`src/rtl/crc_frame_arbiter.sv`:
```
// -----------------------------------------------------------------------------
// crc_frame_arbiter
//
// Shares one multi-step CRC engine between two frame requesters (s0, s1).
// Whole frames are granted round-robin, forwarded beat by beat to the engine,
// and the engine's checksum is returned on a valid/ready result port tagged
// with the requester ID. If the engine never answers, a timeout result
// (crc = 0, res_timeout = 1) is produced instead.
//
// Handshakes: a beat moves on sN_valid && sN_ready in the same cycle; a
// result moves on res_valid && res_ready, and res_* hold steady until then.
//
// Ports
//   clk, rstn                 clock, asynchronous active-low reset
//   sN_din/valid/first/last   requester beat (N = 0, 1)
//   sN_ready                  beat accepted when valid && ready
//   crc_din/_valid/_first/_last   registered beat towards the engine
//   crc_in, crc_in_valid      engine result
//   res_crc/id/timeout/valid  result towards the consumer
//   res_ready                 consumer ready
//   busy                      high whenever the FSM is not IDLE
//
// Debug: state_q holds the FSM state (state_t) for checkers to bind to.
// -----------------------------------------------------------------------------
module crc_frame_arbiter #(
    parameter int DIN_WIDTH = 32,
    parameter int WIDTH     = 32,
    parameter int TIMEOUT   = 16
) (
    input  logic                 clk,
    input  logic                 rstn,
    input  logic [DIN_WIDTH-1:0] s0_din,
    input  logic                 s0_valid,
    input  logic                 s0_first,
    input  logic                 s0_last,
    output logic                 s0_ready,
    input  logic [DIN_WIDTH-1:0] s1_din,
    input  logic                 s1_valid,
    input  logic                 s1_first,
    input  logic                 s1_last,
    output logic                 s1_ready,
    output logic [DIN_WIDTH-1:0] crc_din,
    output logic                 crc_din_valid,
    output logic                 crc_din_first,
    output logic                 crc_din_last,
    input  logic [WIDTH-1:0]     crc_in,
    input  logic                 crc_in_valid,
    output logic [WIDTH-1:0]     res_crc,
    output logic                 res_id,
    output logic                 res_timeout,
    output logic                 res_valid,
    input  logic                 res_ready,
    output logic                 busy
);

    typedef enum logic [1:0] {
        IDLE     = 2'd0,
        STREAM   = 2'd1,
        WAIT_CRC = 2'd2,
        RESULT   = 2'd3
    } state_t;

    localparam logic [7:0] TMO_LAST = 8'(TIMEOUT - 1);

    state_t               state_q;
    logic                 grant_q;       // requester owning the current frame
    logic                 prio_q;        // requester favoured on a tie
    logic                 first_pend_q;  // next accepted beat opens the frame
    logic [7:0]           timer_q;
    logic [DIN_WIDTH-1:0] crc_din_q;
    logic                 crc_din_valid_q;
    logic                 crc_din_first_q;
    logic                 crc_din_last_q;
    logic [WIDTH-1:0]     res_crc_q;
    logic                 res_id_q;
    logic                 res_timeout_q;
    logic                 res_valid_q;

    logic                 cand0_d, cand1_d, win_d;
    logic                 g_valid_d, g_last_d, accept_d;
    logic [DIN_WIDTH-1:0] g_din_d;
    logic                 s0_ready_d, s1_ready_d;

    always_comb begin
        cand0_d   = s0_valid && s0_first;
        cand1_d   = s1_valid && s1_first;
        // On a tie the pointer decides; otherwise the lone candidate wins.
        win_d     = (cand0_d && cand1_d) ? prio_q : cand1_d;
        g_valid_d = grant_q ? s1_valid : s0_valid;
        g_din_d   = grant_q ? s1_din   : s0_din;
        g_last_d  = grant_q ? s1_last  : s0_last;
        accept_d  = (state_q == STREAM) && g_valid_d;

        s0_ready_d = 1'b0;
        s1_ready_d = 1'b0;
        if (state_q == STREAM) begin
            s0_ready_d = !grant_q;
            s1_ready_d = grant_q;
        end else if (state_q == IDLE) begin
            // Non-first beats in IDLE belong to no frame: swallow them.
            s0_ready_d = s0_valid && !s0_first;
            s1_ready_d = s1_valid && !s1_first;
        end
        // state_q already reads IDLE during reset; keep the flush path quiet too.
        if (!rstn) begin
            s0_ready_d = 1'b0;
            s1_ready_d = 1'b0;
        end
    end

    always_ff @(posedge clk or negedge rstn) begin
        if (!rstn) begin
            state_q         <= IDLE;
            grant_q         <= 1'b0;
            prio_q          <= 1'b0;
            first_pend_q    <= 1'b0;
            timer_q         <= '0;
            crc_din_q       <= '0;
            crc_din_valid_q <= 1'b0;
            crc_din_first_q <= 1'b0;
            crc_din_last_q  <= 1'b0;
            res_crc_q       <= '0;
            res_id_q        <= 1'b0;
            res_timeout_q   <= 1'b0;
            res_valid_q     <= 1'b0;
        end else begin
            // Beat strobes are single-cycle pulses.
            crc_din_valid_q <= 1'b0;
            crc_din_first_q <= 1'b0;
            crc_din_last_q  <= 1'b0;
            case (state_q)
                IDLE: begin
                    if (cand0_d || cand1_d) begin
                        grant_q      <= win_d;
                        first_pend_q <= 1'b1;
                        state_q      <= STREAM;
                    end
                end
                STREAM: begin
                    if (accept_d) begin
                        crc_din_q       <= g_din_d;
                        crc_din_valid_q <= 1'b1;
                        // Only the opening beat carries first; later first flags are masked.
                        crc_din_first_q <= first_pend_q;
                        crc_din_last_q  <= g_last_d;
                        first_pend_q    <= 1'b0;
                        if (g_last_d) begin
                            timer_q <= '0;
                            state_q <= WAIT_CRC;
                        end
                    end
                end
                WAIT_CRC: begin
                    if (crc_in_valid) begin
                        res_crc_q     <= crc_in;
                        res_timeout_q <= 1'b0;
                        res_id_q      <= grant_q;
                        res_valid_q   <= 1'b1;
                        state_q       <= RESULT;
                    end else if (!crc_din_last_q) begin
                        // The timer holds at 0 while the last beat is still on crc_din.
                        if (timer_q == TMO_LAST) begin
                            res_crc_q     <= '0;
                            res_timeout_q <= 1'b1;
                            res_id_q      <= grant_q;
                            res_valid_q   <= 1'b1;
                            state_q       <= RESULT;
                        end else begin
                            timer_q <= timer_q + 8'd1;
                        end
                    end
                end
                RESULT: begin
                    if (res_ready) begin
                        res_valid_q <= 1'b0;
                        prio_q      <= !grant_q;
                        state_q     <= IDLE;
                    end
                end
                default: state_q <= IDLE;
            endcase
        end
    end

    assign s0_ready      = s0_ready_d;
    assign s1_ready      = s1_ready_d;
    assign crc_din       = crc_din_q;
    assign crc_din_valid = crc_din_valid_q;
    assign crc_din_first = crc_din_first_q;
    assign crc_din_last  = crc_din_last_q;
    assign res_crc       = res_crc_q;
    assign res_id        = res_id_q;
    assign res_timeout   = res_timeout_q;
    assign res_valid     = res_valid_q;
    assign busy          = (state_q != IDLE);

endmodule

```
`config.mk`:
```
export PLATFORM = sky130hd
export DESIGN_NAME = crc_frame_arbiter
export DESIGN_NICKNAME = d
export VERILOG_FILES = /design/src/rtl/crc_frame_arbiter.sv
export SDC_FILE = /design/constraint.sdc
export NUM_CORES = 1
export LEC_CHECK = 0
export CAP_MARGIN = 20
export CORE_MARGIN = 3
export CORE_UTILIZATION = 41
export DETAILED_ROUTE_END_ITERATION = 8
export MAX_ROUTING_LAYER = met4
export PLACE_DENSITY = 0.81
export SLEW_MARGIN = 20
export SYNTH_ARGS = -nofsm -noshare
export SYNTH_HDL_FRONTEND = slang
export SYNTH_SLANG_ARGS = --single-unit
```
`constraint.sdc`:
```
create_clock -name clk -period 2.3 [get_ports clk]
set_input_delay 0.46 -clock clk [delete_from_list [all_inputs] [get_ports clk]]
set_output_delay 0.46 -clock clk [all_outputs]
set_load 0.02 [all_outputs]
```
==> run metrics <==
status completed; Worst Path Required 1.84 ns; main combinational cell family by area after synthesis compound AO/OA/AOI/OAI gates; post-synthesis compound-gate area fraction 0.179; number of synthesized flops with an enable pin 0; post-route ant nets 0; fin nets 620; via count 3176; clock latency at the later pin of the worst-skew pair 0.36 ns; DP Wirelength 7980 um; Syn-to-layout area delta 58.4%; post-CTS setup buffer count 0; Ports 179; GRT Residual Overflow 0; Via-to-Cell Ratio 5.14; dominant synthesized flop cell dfrtp_1; Critical Path AT 1.75 ns; Tightest Pin Transition 0.633 ns; drt initial violations 91; Initial Utilization 0.435; Die Y 101 um; FF-to-FF path depth 6; Worst Setup Start Kind flip-flop; Setup CP Type flip-flop to output port; Max Slew Vio Count 0; initial antenna violation count 0; CP endpoint kind output port; final WL 10200 um; final hold vios 0; ys async rst share 1.00; DR pass1 iterations 4; GRT Util Overall 0.212; GPL Wtd Cong 0.810; Fillers 640; sequential-to-total area share from yosys stat 0.565; # diodes 0; cell leakage power 2.61 nW; die area 10100 um2; relative slew slack 0.578; register bit total from synthesis 83; Inst Count DP 602; PD cells 1270 nW/um2; CTS sink count 83; Port Buffer Count 178; synthesized area 3680 um2; non-filler cells, final 618; mux cell area share after synthesis 0.103; Multi-input gate area 1470 um2; post-synth net total 431; number of remaining DRC errors 0; largest net degree at the start of global routing 67; RSZ-0062 raised after global routing no; Final Cycle Share 0.962; min Tclk post-route 2.21 ns; Reg clk slew, reported paths 0.10 ns; Die Width 101 um; f_max 452 MHz; wire per inst 16.5 um; Post-Synth XOR/XNOR Area 0; worst-path cell chain inv_1, ha_2, nor2_1, nand3_1, a21boi_0, dlygate4sd1_1; Tot Pwr 7.37 mW; Register Area 2080 um2; Synth Area in Simple Gates 0.0949; worst r2r dst res_crc[2]; Reg-to-Reg Start timer_q[0]; hold bufs inserted after CTS 0; largest fanout on the critical path 4; Post-Synth Adder-Cell Area 0.0204; Setup-failing EPs final 0; reg2reg setup slack 0.14 ns; post-route clock skew 0.0158 ns; CTS tree built; synth unique cells 35; setup_tns 0 ns; Finished Core Util 0.688; post-route setup slack 0.0885 ns; CTS max path bufs 2; CTS HTree Levels 3; dpl ws -0.102 ns; Root Driver clkbuf_8; Ys Warns 0; cell count after synthesis 319; peak supply drop 0.699 mV; slowest CP cell dfrtp_1; number of global-route vias before repair 3262; post-cts resize count 5; CTS buffer count 9; FP Rows 33; global-route wire length before repair 16300 um; max_cap viols 0; Worst Hold Class input pin to async pin; Mean Syn Cell Area 11.5 um2; Crit path largest cell delay 0.36 ns; CORE AREA 8460 um2; fraction of layout instances using a drive strength above 1 0.0975
## state kept, by name (all words and copies together), names as in the netlist
register	flops
first_pend_q	1
crc_din_valid	1
state_q	2
crc_din_first	1
crc_din	32
prio_q	1
timer_q	8
res_crc	32
res_valid	1
res_id	1
grant_q	1
res_timeout	1
crc_din_last	1
## layout by cell type, fill, tap and decap left out, drive strengths merged
| cell | n |
|---|---|
| a2111oi | 1 |
| a21boi | 2 |
| a21oi | 3 |
| a22o | 33 |
| a22oi | 1 |
| a31oi | 14 |
| a32oi | 1 |
| and2 | 1 |
| and3 | 7 |
| and3b | 1 |
| buf | 22 |
| clkbuf | 10 |
| clkdlybuf4s50 | 174 |
| clkinv | 1 |
| clkinvlp | 2 |
| dfrtp | 83 |
| dlygate4sd1 | 1 |
| dlygate4sd2 | 1 |
| ha | 6 |
| inv | 10 |
| mux2 | 4 |
| mux2i | 33 |
| nand2 | 40 |
| nand2b | 7 |
| nand3 | 4 |
| nand3b | 1 |
| nor2 | 6 |
| nor2b | 3 |
| nor3 | 1 |
| nor4 | 1 |
| o21a | 1 |
| o21ai | 36 |
| o311ai | 2 |
## metrics by stage
step                      area, um2  hold WS [ns]
after floorplan                3680         0.164
after global placement         5650         0.461
after detailed placement       5650         0.469
after CTS                      5830         0.164
after global routing           5830         0.176
final                          5830         0.162
## cell type report
class / count / share of cell area
Timing Repair Buffer: 199 / 0.333
Tap cell: 105 / 0.0226
Clock buffer: 9 / 0.0213
Inverter: 6 / 0.00387
Multi-Input combinational cell: 209 / 0.252
Sequential cell: 83 / 0.357
Clock inverter: 7 / 0.00988
## kinds of logic after synthesis
| kind of cell | count (synthesis) |
|---|---|
| buffers and inverters | 27 |
| and+or+nand+nor | 72 |
| AOI/OAI and AO/OA | 94 |
| muxes | 37 |
| DFF | 83 |
| adders and majority gates | 6 |
## synth_stat cells, drive strengths merged (2+ instances only)
master | count | area share
and3 | 7 | 0.012
nor2b | 3 | 0.0051
ha | 6 | 0.020
o311ai | 2 | 0.0048
nor2 | 6 | 0.0061
nand2 | 40 | 0.041
nand2b | 7 | 0.012
mux2 | 4 | 0.013
mux2i | 33 | 0.090
inv | 6 | 0.0061
nand3 | 4 | 0.0054
a22o | 33 | 0.079
a21oi | 3 | 0.0041
buf | 11 | 0.021
a21boi | 2 | 0.0041
dfrtp | 83 | 0.56
o21ai | 36 | 0.050
a31oi | 14 | 0.024
clkbuf | 10 | 0.010
## power by group
| group | total, mW | leakage [nW] | switching (mW) | internal, mW |
|---|---|---|---|---|
| sequential | 2.44 | 1.05 | 0.355 | 2.08 |
| clock | 0.972 | 0.0886 | 0.563 | 0.409 |
| combinational | 3.96 | 1.47 | 2.01 | 1.96 |
| total | 7.37 | 2.61 | 2.93 | 4.45 |
## per-layer routing
metal / vias up / global-route usage / wire [um]
li1: 1521 / - / -
met1: 1511 / 0.253 / 4110
met2: 124 / 0.336 / 5020
met3: 20 / 0.0664 / 817
met4: 0 / 0.0860 / 251
met5: - / - / 0
## worst max-delay path by stage
stage / start / endpoint / cells after the start
floorplan: timer_q[0] / timer_q[0] / 6
global placement: s1_valid / s1_ready / 6
detailed placement: s0_first / s0_ready / 5
CTS: state_q[1] / s1_ready / 7
global route: state_q[1] / s0_ready / 6
finish: state_q[1] / s0_ready / 6
## worst max-delay path: cells and delay by family (launching register included)
kind / cells / cell delay, ns
and+or+nand+nor: 2 / 0.23
adders and majority gates: 1 / 0.22
AOI/OAI and AO/OA: 1 / 0.18
DFF: 1 / 0.36
buffers and inverters: 2 / 0.42
Note: power is estimated with default switching activity, not from simulation.
